## src/rtl/apple_bus_pkg.sv

```systemverilog
// apple_bus_pkg: shared Apple II slot-bus constants, bus state and slot address helpers
package apple_bus_pkg;
  localparam logic [15:0] IO_PAGE      = 16'hC000;
  localparam logic [15:0] DEVSEL_BASE  = 16'hC080;
  localparam logic [15:0] EXP_ROM_BASE = 16'hC800;
  localparam logic [15:0] EXP_ROM_END  = 16'hCFFF;
  typedef enum logic {IDLE, ACTIVE} bus_state_e;
  function automatic logic [15:0] slot_page(input int slot);
    return IO_PAGE | 16'(slot << 8);
  endfunction
  function automatic logic [15:0] devsel_base(input int slot);
    return DEVSEL_BASE + 16'(slot << 4);
  endfunction
endpackage

```

## src/rtl/apple_bus_strobe_decode.sv

```systemverilog
// apple_bus_strobe_decode: maps a bus address to the active-high iosel/iostrobe/devsel enables of one slot
module apple_bus_strobe_decode
  import apple_bus_pkg::*;
#(
  parameter int SLOT = 6
) (
  input  logic [15:0] addr_i,
  output logic        iosel_o,
  output logic        iostrobe_o,
  output logic        devsel_o
);
  localparam logic [15:0] PAGE = slot_page(SLOT);
  localparam logic [15:0] DEV  = devsel_base(SLOT);
  assign iosel_o    = addr_i[15:8] == PAGE[15:8];
  assign devsel_o   = addr_i[15:4] == DEV[15:4];
  assign iostrobe_o = addr_i >= EXP_ROM_BASE && addr_i <= EXP_ROM_END;
endmodule

```

## src/rtl/apple_bus_master.sv

```systemverilog
// apple_bus_master: Apple II slot-bus initiator generating phi0, address, R/W, data and slot strobes.
// Define APPLE_BUS_RESET_OUT_EN to add the _bus_reset output held low for RESET_HOLD_BUS_CYCLES bus cycles.
module apple_bus_master
  import apple_bus_pkg::*;
#(
  parameter int SLOT             = 6,
  parameter int PHI0_LOW_CYCLES  = 7,
  parameter int PHI0_HIGH_CYCLES = 7
`ifdef APPLE_BUS_RESET_OUT_EN
  ,
  parameter int RESET_HOLD_BUS_CYCLES = 4
`endif
) (
  input  logic        fclk,
  input  logic        reset,
  input  logic        req_valid,
  output logic        req_ready,
  input  logic [15:0] req_addr,
  input  logic        req_we,
  input  logic [7:0]  req_wdata,
  output logic        resp_valid,
  output logic [7:0]  resp_rdata,
  output logic        phi0,
  output logic [15:0] addr,
  output logic        rw,
  output logic [7:0]  data_out,
  output logic        data_oe,
  input  logic [7:0]  data_in,
  output logic        _iosel,
  output logic        _iostrobe,
  output logic        _devsel
`ifdef APPLE_BUS_RESET_OUT_EN
  ,
  output logic        _bus_reset
`endif
);
  localparam int N  = PHI0_LOW_CYCLES + PHI0_HIGH_CYCLES;
  localparam int CW = $clog2(N);
  logic [CW-1:0] cnt_q, cnt_d;
  bus_state_e    state_q, state_d;
  logic [15:0]   addr_q, addr_d;
  logic [7:0]    data_out_q, data_out_d, resp_rdata_q, resp_rdata_d;
  logic          rw_q, rw_d, phi0_q, phi0_d, data_oe_q, data_oe_d;
  logic          iosel_n_q, iosel_n_d, iostrobe_n_q, iostrobe_n_d, devsel_n_q, devsel_n_d;
  logic          resp_valid_q, resp_valid_d;
  logic          last, hs, en_d, bus_ok;
  logic          dec_iosel, dec_iostrobe, dec_devsel;
  assign last      = cnt_q == CW'(N - 1);
  assign cnt_d     = last ? '0 : cnt_q + 1'b1;
  assign req_ready = cnt_q == '0 && !reset && bus_ok;
  assign hs        = req_valid && req_ready;
  assign state_d   = hs ? ACTIVE : last ? IDLE : state_q;
  assign addr_d    = hs ? req_addr : addr_q;
  assign rw_d      = hs ? !req_we : last ? 1'b1 : rw_q;
  assign data_out_d = hs ? req_wdata : data_out_q;
  assign phi0_d    = cnt_d >= CW'(PHI0_LOW_CYCLES);
  // strobes and data_oe cover exactly the phi0-high phase of an active bus cycle
  assign en_d      = state_d == ACTIVE && phi0_d && bus_ok;
  assign iosel_n_d    = !(en_d && dec_iosel);
  assign iostrobe_n_d = !(en_d && dec_iostrobe);
  assign devsel_n_d   = !(en_d && dec_devsel);
  assign data_oe_d    = en_d && !rw_d;
  assign resp_valid_d = last && state_q == ACTIVE;
  assign resp_rdata_d = resp_valid_d ? (rw_q ? data_in : 8'h00) : resp_rdata_q;
  apple_bus_strobe_decode #(.SLOT(SLOT)) u_dec (
    .addr_i     (addr_d),
    .iosel_o    (dec_iosel),
    .iostrobe_o (dec_iostrobe),
    .devsel_o   (dec_devsel)
  );
  always_ff @(posedge fclk) begin
    if (reset) begin
      cnt_q        <= '0;
      state_q      <= IDLE;
      phi0_q       <= 1'b0;
      addr_q       <= 16'h0000;
      rw_q         <= 1'b1;
      data_out_q   <= 8'h00;
      data_oe_q    <= 1'b0;
      iosel_n_q    <= 1'b1;
      iostrobe_n_q <= 1'b1;
      devsel_n_q   <= 1'b1;
      resp_valid_q <= 1'b0;
      resp_rdata_q <= 8'h00;
    end else begin
      cnt_q        <= cnt_d;
      state_q      <= state_d;
      phi0_q       <= phi0_d;
      addr_q       <= addr_d;
      rw_q         <= rw_d;
      data_out_q   <= data_out_d;
      data_oe_q    <= data_oe_d;
      iosel_n_q    <= iosel_n_d;
      iostrobe_n_q <= iostrobe_n_d;
      devsel_n_q   <= devsel_n_d;
      resp_valid_q <= resp_valid_d;
      resp_rdata_q <= resp_rdata_d;
    end
  end
  assign phi0       = phi0_q;
  assign addr       = addr_q;
  assign rw         = rw_q;
  assign data_out   = data_out_q;
  assign data_oe    = data_oe_q;
  assign _iosel     = iosel_n_q;
  assign _iostrobe  = iostrobe_n_q;
  assign _devsel    = devsel_n_q;
  assign resp_valid = resp_valid_q;
  assign resp_rdata = resp_rdata_q;
`ifdef APPLE_BUS_RESET_OUT_EN
  localparam int HW = $clog2(RESET_HOLD_BUS_CYCLES + 2);
  logic [HW-1:0] hold_q;
  logic          bus_ok_q;
  // count complete bus cycles after reset; release lands on the edge entering cnt == 0
  always_ff @(posedge fclk) begin
    if (reset) begin
      hold_q   <= '0;
      bus_ok_q <= RESET_HOLD_BUS_CYCLES == 0;
    end else if (last && !bus_ok_q) begin
      hold_q   <= hold_q + 1'b1;
      bus_ok_q <= hold_q == HW'(RESET_HOLD_BUS_CYCLES - 1);
    end
  end
  assign bus_ok     = bus_ok_q;
  assign _bus_reset = bus_ok_q;
`else
  assign bus_ok = 1'b1;
`endif
endmodule

```

## config.mk

```make
export PLATFORM = sky130hd
export DESIGN_NAME = apple_bus_master
export DESIGN_NICKNAME = d
export VERILOG_FILES = /design/src/rtl/apple_bus_pkg.sv /design/src/rtl/apple_bus_strobe_decode.sv /design/src/rtl/apple_bus_master.sv
export SDC_FILE = /design/constraint.sdc
export NUM_CORES = 1
export LEC_CHECK = 0
export ABC_AREA = 0
export BUFFER_PORTS_ARGS = -buffer_cell sky130_fd_sc_hd__buf_4
export CORE_UTILIZATION = 50
export DETAILED_ROUTE_END_ITERATION = 10
export GPL_ROUTABILITY_DRIVEN = 0
export GPL_TIMING_DRIVEN = 0
export HOLD_SLACK_MARGIN = 0.1
export PLACE_DENSITY = 0.86
export SLEW_MARGIN = 0
export SYNTH_ARGS = -nofsm -noshare
export SYNTH_HDL_FRONTEND = slang
export SYNTH_HIERARCHICAL = 1
export SYNTH_SLANG_ARGS = --single-unit
```

## constraint.sdc

```tcl
create_clock -name fclk -period 5.2 [get_ports fclk]
set_input_delay 0.26 -clock fclk [delete_from_list [all_inputs] [get_ports fclk]]
set_output_delay 0.26 -clock fclk [all_outputs]
set_load 0.01 [all_outputs]
```

* After elaboration in Yosys (flattened, before gate mapping)
Cells that the tools add are included.
Storage, ports and cells: register bits 44, word-level logic and storage cells 42, input port bits 36, output and inout bits 40
Operators by class: $lt $le $gt $ge 3, add/sub/neg operators 1, mux-type cells 7, reduce and logical (&&, ||, !) cells 16, equality and inequality tests 3
Operator list (count):
- $ge A16 B16 Y1 const B | 1
- $le A16 B16 Y1 const B | 1
- $mux W16 | 1
- $eq A12 B12 Y1 const B | 1
- $logic_and A1 B1 Y1 | 9
- $eq A8 B8 Y1 const B | 1
- $mux W8 | 1
- $logic_not A1 Y1 | 6
- $add A4 B1 Y4 const B | 1
- $eq A4 B4 Y1 const B | 1
- $ge A4 B3 Y1 const B | 1
- $logic_not A4 Y1 | 1
- $mux W1 | 4
- $mux W4 | 1

* Logic depth before layout (Yosys ltp)
Gate-level depths: netlist (run 1).
depth after elaboration 8, depth in mapped cells 8

* By module
The synthesis (run 1) kept the hierarchy.
By module, submodules not included:
- apple_bus_master | instances 1, sequential area each 880.8 sq um, area an instance 1660.3 sq um, cells an instance 169
- apple_bus_strobe_decode | instances 1, sequential area each 0.0 sq um, area an instance 78.8 sq um, cells an instance 9

* Worst setup path after synthesis (run 1)
OpenSTA, ideal clock, no wires.
kind register -> register, start register cnt_q[3], end register devsel_n_q, in the netlist _devsel, cell stages (with the launch flop) 8, arrival time 1.790 ns, setup time 0.120 ns, buffers on the path 1, setup slack 3.290 ns, cell sequence dfxtp_1 > nor4_4 > nand2_4 > buf_6 > mux2_4 > nand4bb_4 > and4b_1 > nand2_1
Between the ends: word-level cells in the longest chain between the ends 7
RTL lines:
- start: declaration | RTL line apple_bus_master.sv:39 | logic [CW-1:0] cnt_q, cnt_d;
- start signal: assignment | RTL line apple_bus_master.sv:86 | cnt_q <= cnt_d;
- $logic_not A4 Y1 | RTL line apple_bus_master.sv:50 | assign req_ready = cnt_q == '0 && !reset && bus_ok;
- $logic_and A1 B1 Y1 | RTL line apple_bus_master.sv:50
- $logic_and A1 B1 Y1 | RTL line apple_bus_master.sv:51 | assign hs = req_valid && req_ready;
- $mux W16 | RTL line apple_bus_master.sv:53 | assign addr_d = hs ? req_addr : addr_q;
- named net addr_d[12] | RTL line apple_bus_master.sv:41 | logic [15:0] addr_q, addr_d;
- $eq A12 B12 Y1 | RTL line apple_bus_strobe_decode.sv:15 | assign devsel_o = addr_i[15:4] == DEV[15:4];
- named net dec_devsel | RTL line apple_bus_master.sv:47 | logic dec_iosel, dec_iostrobe, dec_devsel;
- $logic_and A1 B1 Y1 | RTL line apple_bus_master.sv:61 | assign devsel_n_d = !(en_d && dec_devsel);
- $logic_not A1 Y1 | RTL line apple_bus_master.sv:61
- end signal: assignment | RTL line apple_bus_master.sv:95 | devsel_n_q <= devsel_n_d;
- end: declaration | RTL line apple_bus_master.sv:44 | logic iosel_n_q, iosel_n_d, iostrobe_n_q, iostrobe_n_d, devsel_n_q, devsel_n_d;
The timed path passes the listed nets, and every way through them passes these cells. A chain may end at the register's enable or synchronous reset.

* Final worst setup path (run 1)
start register cnt_q[3], end register iosel_n_q, in the netlist _iosel
Between the ends: word-level cells in the longest chain between the ends 7
RTL lines:
- $logic_not A4 Y1 | RTL line apple_bus_master.sv:50
- $logic_and A1 B1 Y1 | RTL line apple_bus_master.sv:50
- $logic_and A1 B1 Y1 | RTL line apple_bus_master.sv:51
- $mux W16 | RTL line apple_bus_master.sv:53
- named net addr_d[12] | RTL line apple_bus_master.sv:41
- $eq A8 B8 Y1 | RTL line apple_bus_strobe_decode.sv:14 | assign iosel_o = addr_i[15:8] == PAGE[15:8];
- named net dec_iosel | RTL line apple_bus_master.sv:47
- $logic_and A1 B1 Y1 | RTL line apple_bus_master.sv:59 | assign iosel_n_d = !(en_d && dec_iosel);
- $logic_not A1 Y1 | RTL line apple_bus_master.sv:59
- end signal: assignment | RTL line apple_bus_master.sv:93 | iosel_n_q <= iosel_n_d;
- end: declaration | RTL line apple_bus_master.sv:44
The timed path passes the listed nets, and every way through them passes these cells.

==> results.md, run 1 <==
- Post-route setup TNS: 0 ps
- Skew final: 6.876 ps
- Die height: 60.98 um
- Syn Nets: 214
- Width of the die: 60.98 um
- Clock share of power: 27.2%
- Yosys reg bits: 44
- RSZ-0062 raised after global routing: false
- Sw Ratio: 23.22%
- Starting Density: 52.12%
- Vias in the first global route: 1262
- Mapped Area: 1739 um2
- Dpl hpwl: 2664 um
- Seq pwr share: 58.4%
- Pwr dens: 250.9 nW/um2
- Final Setup Violations: 0
- Psw: 0.0001409 W
- Critical Path Source Type: flip-flop
- # hold bufs at CTS: 0
- Worst slew pin tran: 446.6 ps
- Routed wl met2: 1714 um
- Crit path cell chain: nor4_4 > nand2_4 > buf_6 > mux2_4 > nand4bb_4 > nor4_2 > nand2_1
- Post-DRT Antenna Nets: 0
- Min Tclk post-route: 2083 ps
- Worst-path clk slew: 120 ps
- FF-to-FF Start: cnt_q[3]$_SDFF_PP0_
- Yosys warnings: 6
- Synth unique cells: 26
- Yosys top cell area share: 50.65%
- GR Util All Layers: 19.97%
- Internal: 0.0004660 W
- Critical R2R Capture: _iosel$_SDFF_PP1_
- Slowest cell delay on critical path: 380 ps
- Status: finished, final reports clean
- WHS: 147.7 ps
- Root Buffer: clkbuf_4
- Comb power frac: 14.4%
- I/O pin count: 76
- Worst-case reg-to-reg path depth: 7
- Maximum clock frequency: 480.1 MHz
- Max cap viols: 0
- Met1 Wirelength: 1559 um
- Wirelength per Cell: 11.51 um
- Crit. End Element: flip-flop
- Clk buf depth: 2
- Num rows: 21
- Drt via density: 4.818
- Commonest register cell after synthesis: dfxtp_1
- Die area: 3718 um2
- CP Capture Point: _iosel$_SDFF_PP1_
- Slew Limit Fails: 0
- Pin count of the biggest net entering global routing: 13
- Peak VDD IR: 129.3 uV
- Max-slew headroom: 70.23%
- DR pass1 iterations: 4
- Global-route wire length before repair: 5375 um
- Leading post-synthesis cells by cell area: dfxtp_1, nand2_1, nor2b_1
- Cells after Synth: 178
- Input/output buffers: 75
- Initial antenna violation count: 0
- Setup bufs post-CTS: 0
- Biggest area consumer among synthesized cells: dfxtp_1
- CTS sink count: 44
- Core Region: 3337 um2
- Share of cells above drive strength 1: 40.23%
- Worst-skew pair later-pin latency: 350 ps
- Min-Delay Path Class: in -> reg
- Leak pwr: 1.099 nW
- WL met3: 212 um
- Total Wirelength: 3535 um
- PostCTS Resize Cnt: 0
- Crit-path max FO: 10
- Async S/R FF share, synth: 0%
- Hold Vio Cnt, Final: 0
- TritonCTS clock tree: done
- Critical Path RT: 5440 ps
- Mean Syn Cell Area: 9.771 um2
- Final period utilization: 40.05%
- Most frequent cell after synthesis: dfxtp_1
- Register area share after synthesis: 50.65%
- Slowest-stage cell, CP: dfxtp_1
- DR vias: 1479
- Synth cell count leaders: dfxtp_1, nand2_1, a21oi_1
- Area Overhead vs Synth: 39.06%
- Fill count: 256
- Final nets: 296
- Setup Crit Path Kind: reg -> reg
- CTS H-Tree Depth: 2
- R2R Setup Slk: 3120 ps
- Iteration-0 DRC count of the detailed router: 92
- Post-synth EDFFs: 0
- ANT cells: 0
- Crit path DAT: 2320 ps
- DR top layer: met4
- Critical path launch point: cnt_q[3]$_SDFF_PP0_
- Gr ovfl total: 0
- DRC Markers: 0
- Num CTS Buffers: 5
[sequential cells by signal (all words and copies together) (netlist names)]
register    flops
addr           16
data_out        8
resp_rdata      8
cnt_q           4
_devsel         1
_iosel          1
_iostrobe       1
data_oe         1
phi0            1
resp_valid      1
rw              1
state_q         1
[worst min-delay path by stage]
stage	slack [ps]	from	endpoint	depth (start not counted)
after floorplan	400	req_wdata[0]	data_out[0]$_SDFFE_PP0N_	2
after global placement	440	resp_rdata[5]$_SDFFE_PP0P_	resp_rdata[5]$_SDFFE_PP0P_	2
after detailed placement	440	resp_rdata[4]$_SDFFE_PP0P_	resp_rdata[4]$_SDFFE_PP0P_	2
after CTS	130	req_wdata[2]	data_out[2]$_SDFFE_PP0N_	3
after global routing	130	req_wdata[2]	data_out[2]$_SDFFE_PP0N_	3
final	150	req_wdata[5]	data_out[5]$_SDFFE_PP0N_	3
[metal layers]
metal  vias up  track usage (%)
li1        763                -
met5         -                0
met1       659            22.81
met3         7            7.676
met2        50            34.69
met4         0            5.844
[power by group through the flow]
| stage | clock (W) | sequential, W | combinational (W) |
|---|---|---|---|
| 5_1_grt | 0.000188 | 0.000356 | 0.0000958 |
| 2_1_floorplan | 0 | 0.000365 | 0.0000430 |
| 6_report | 0.000165 | 0.000354 | 0.0000874 |
| 3_3_place_gp | 0 | 0.000361 | 0.0000873 |
| 4_1_cts | 0.000172 | 0.000354 | 0.0000888 |
| 3_5_place_dp | 0 | 0.000362 | 0.0000885 |
[cell families after synthesis]
logic type,count (synthesis),share of synthesized area [%]
flip-flops,44,50.65
multiplexers,16,11.87
AO/OA/AOI/OAI,26,8.202
buffers and inverters,12,3.237
AND/OR/NAND/NOR,80,26.04
[per-stage QoR]
step	utilization [%]	setup WS, ps	area [um2]	cells	total power, W
after CTS	72.48	3097	2419	307	0.0006155
after global routing	72.48	2993	2419	307	0.0006401
final	72.48	3117	2419	307	0.0006069
after detailed placement	70.72	3139	2360	299	0.0004502
after floorplan	-	3290	1739	178	0.0004079
after global placement	70.72	3133	2360	299	0.0004487
[worst max-delay path, delay by kind of cell, from the launching register on]
| kind | cells | cell delay, ps |
|---|---|---|
| buffers and inverters | 1 | 190 |
| flip-flops | 1 | 380 |
| multiplexers | 1 | 300 |
| AND/OR/NAND/NOR | 5 | 1100 |
[layout make-up]
cell class,instances,area [um2],area share (%)
Timing Repair Buffer,75,563.0,23.28
Tap cell,46,57.56,2.380
Multi-Input combinational cell,122,802.0,33.16
Sequential cell,44,880.8,36.42
Clock buffer,8,58.81,2.431
Inverter,2,7.507,0.3104
Buffer,10,48.80,2.018
[layout by cell type, fill, tap and decap left out, types with 2 or more instances in the layout]
master and count:
dfxtp_1 44, nand3_1 9, and2_1 2, nor2_1 7, nor2b_1 18, mux2_2 9, inv_1 2, a21oi_1 22
nand2_1 32, nand2b_1 2, mux2_4 7, clkbuf_4 5, buf_2 3, buf_4 75, and4b_1 3, clkbuf_1 8
Note: power is estimated with default switching activity, not from simulation.
==> run 2, diff against run 1 <==
ABC_AREA = 1   (was 0)
CORE_UTILIZATION = 43   (was 50)
PLACE_DENSITY = 0.77   (was 0.86)
clock period = 1.7 ns   (was 5.2 ns; I/O delays follow)
==> results.md, run 2 <==
- Cells after Synth: 238 (+34%)
- Crit path DAT: 1910 ps (-410 ps)
- CP top delay family: simple AND/OR/NAND/NOR gates
- Vias in the first global route: 1602 (+27%)
- Leak pwr: 1.520 nW (+38%)
- CP Buf/Inv Count: 4 (+3)
- Status: complete, but fails checks
- Die height: 68.02 um (+12%)
- Worst-path clk slew: 90 ps (-30 ps)
- Starting Density: 45.87% (-6.3 points)
- Pwr dens: 739.9 nW/um2 (+190%)
- Core Region: 4086 um2 (+22%)
- DRC Markers: 0 (unchanged)
- Area Overhead vs Synth: 64.02%
- Initial antenna violation count: 0 (unchanged)
- Slowest cell delay on critical path: 370 ps (about the same)
- RSZ-0062 raised after global routing: true
- Num rows: 23 (+9.5%)
- Min Tclk post-route: 1728 ps (-354.9 ps)
- Post-route setup TNS: -27.89 ps (-27.89 ps)
- Num CTS Buffers: 5 (unchanged)
- Input/output buffers: 75 (unchanged)
- Root Buffer: clkbuf_8
- Fill count: 309 (+21%)
- CTS H-Tree Depth: 2 (unchanged)
- Setup Crit Path Kind: reg -> reg
- Iteration-0 DRC count of the detailed router: 76 (-17%)
- CTS sink count: 44 (unchanged)
- Failing checks: setup timing
- Global-route wire length before repair: 6810 um (+27%)
- Critical Path Source Type: flip-flop
- Width of the die: 68.02 um (+12%)
- Crit-path max FO: 5 (-5)
- Final period utilization: 101.6% (+62 points)
- Post-place setup slack: 27.11 ps (-3112 ps)
- Finished Core Util: 75.23% (+2.8 points)
- Final nets: 399 (+35%)
- Yosys warnings: 6 (unchanged)
- Syn Nets: 274 (+28%)
- Fin worst setup slack: -27.89 ps (-3145 ps)
- Slew Limit Fails: 0 (unchanged)
- Largest register FFs: 16 (unchanged)
- Gr ovfl total: 0 (unchanged)
- Clk buf depth: 2 (unchanged)
- GR Util All Layers: 20.34% (+0.37 points)
- Maximum clock frequency: 578.7 MHz (+21%)
- Drt via density: 4.539 (-5.8%)
- Pwr Total: 0.002275 W (+270%)
- Most frequent cells in the layout: buf_4, dfxtp_1, inv_1, dlygate4sd3_1, nor2_1
- Worst-skew pair later-pin latency: 300 ps (-50 ps)
- Crit path cell chain: nor2_4 > nand4_4 > buf_12 > buf_12 > o21ai_4 > inv_1 > inv_2 > nand2_1 > nor2_1 > nand2_1 > nor2_2 > nand3_1
- DR pass1 iterations: 4 (unchanged)
- Min-Delay Path Class: in -> reg
- Wirelength per Cell: 11.62 um (+0.92%)
- Critical Path RT: 1880 ps (-3560 ps)
- Final Setup Violations: 1 (+1)
- DR vias: 1879 (+27%)
- Multi-input gate area: 805.8 um2 (+0.47%)
- ANT cells: 0 (unchanged)
- Mean Syn Cell Area: 7.875 um2 (-19%)
- Dpl hpwl: 2996 um (+12%)
- Total Wirelength: 4811 um (+36%)
- Crit. End Element: flip-flop
- Skew final: 8.102 ps (+1.226 ps)
- I/O pin count: 76 (unchanged)
- Post-DRT Antenna Nets: 0 (unchanged)
- Max cap viols: 0 (unchanged)
- Most common cell after layout, fill and taps aside: buf_4
- Mapped Area: 1874 um2 (+7.8%)
- TritonCTS clock tree: done
- Peak VDD IR: 474.2 uV (+270%)
- Share of cells above drive strength 1: 41.21% (+0.98 points)
- Pin count of the biggest net entering global routing: 15 (+2)
- Slowest-stage cell, CP: dfxtp_4
- Die area: 4627 um2 (+24%)
- Worst slew pin tran: 369.3 ps (-77.31 ps)
- Sequential Area: 888.4 um2 (+0.85%)
- Max-slew headroom: 75.38% (+5.2 points)
- Hold Vio Cnt, Final: 0 (unchanged)
[run 2: cell types whose count changed in the layout (fill, tap and decap cells not counted), moves of 16 or more]
cell	previous run	this run
o21ai_0	0	16
nor2_1	7	32
a21oi_1	22	2
dlygate4sd3_1	0	33
nor2b_1	18	0
inv_1	2	37
[run 2: worst paths after layout]
path	from	end	slack, ps	depth (start not counted)
worst max-delay path	cnt_q[0]$_SDFF_PP0_	_devsel$_SDFF_PP1_	-30	12
worst max register to register	cnt_q[0]$_SDFF_PP0_	_devsel$_SDFF_PP1_	-30	12
worst min register to register	cnt_q[0]$_SDFF_PP0_	cnt_q[0]$_SDFF_PP0_	460	1
worst min-delay path	req_we	rw$_SDFF_PP1_	120	4
[run 2: worst reg2reg max path, delay by kind of cell (launching register included)]
kind | cells | cell delay (ps)
simple gates | 7 | 690
buf+inv | 4 | 420
flops | 1 | 370
compound gates | 1 | 130
[run 2: repair_timing]
item | CTS | global route
hold buffers | 33 | 0
gates resized for setup | 0 | 20
buffers inserted | 0 | 10
endpoints found under the hold margin | 33 | 0
setup endpoints to repair | 0 | 3
[run 2: layer usage]
layer | track usage [%] | up-vias | routed length (um)
met2 | 35.42 | 38 | 2546
met4 | 9.375 | 0 | 83
met1 | 22.32 | 853 | 2020
met5 | 0 | - | 0
li1 | - | 980 | -
met3 | 6.333 | 8 | 160
[run 2: final cells by class]
cell class              count  share of cell area [%]
repair buffers            118                   32.03
flip-flops and latches     44                   28.90
clock inverters             3                  0.6105
well taps                  50                   2.035
inverters                  44                   5.372
multi-input cells         141                   26.21
plain buffers               9                   2.605
clock buffers               5                   2.239
[run 2: through the flow]
step	hold WS, ps	cells	instance area [um2]
floorplan	219.6	238	1874
global placement	315.2	363	2500
detailed placement	321.7	363	2500
CTS	105.6	404	2918
global route	108.1	414	3074
finish	116.7	414	3074
[run 2: report_power, final]
group | leakage [nW] | switching (W) | internal (W)
clock | 0.0479 | 0.000368 | 0.000287
sequential | 0.360 | 0.0000298 | 0.00108
combinational | 1.11 | 0.000241 | 0.000272
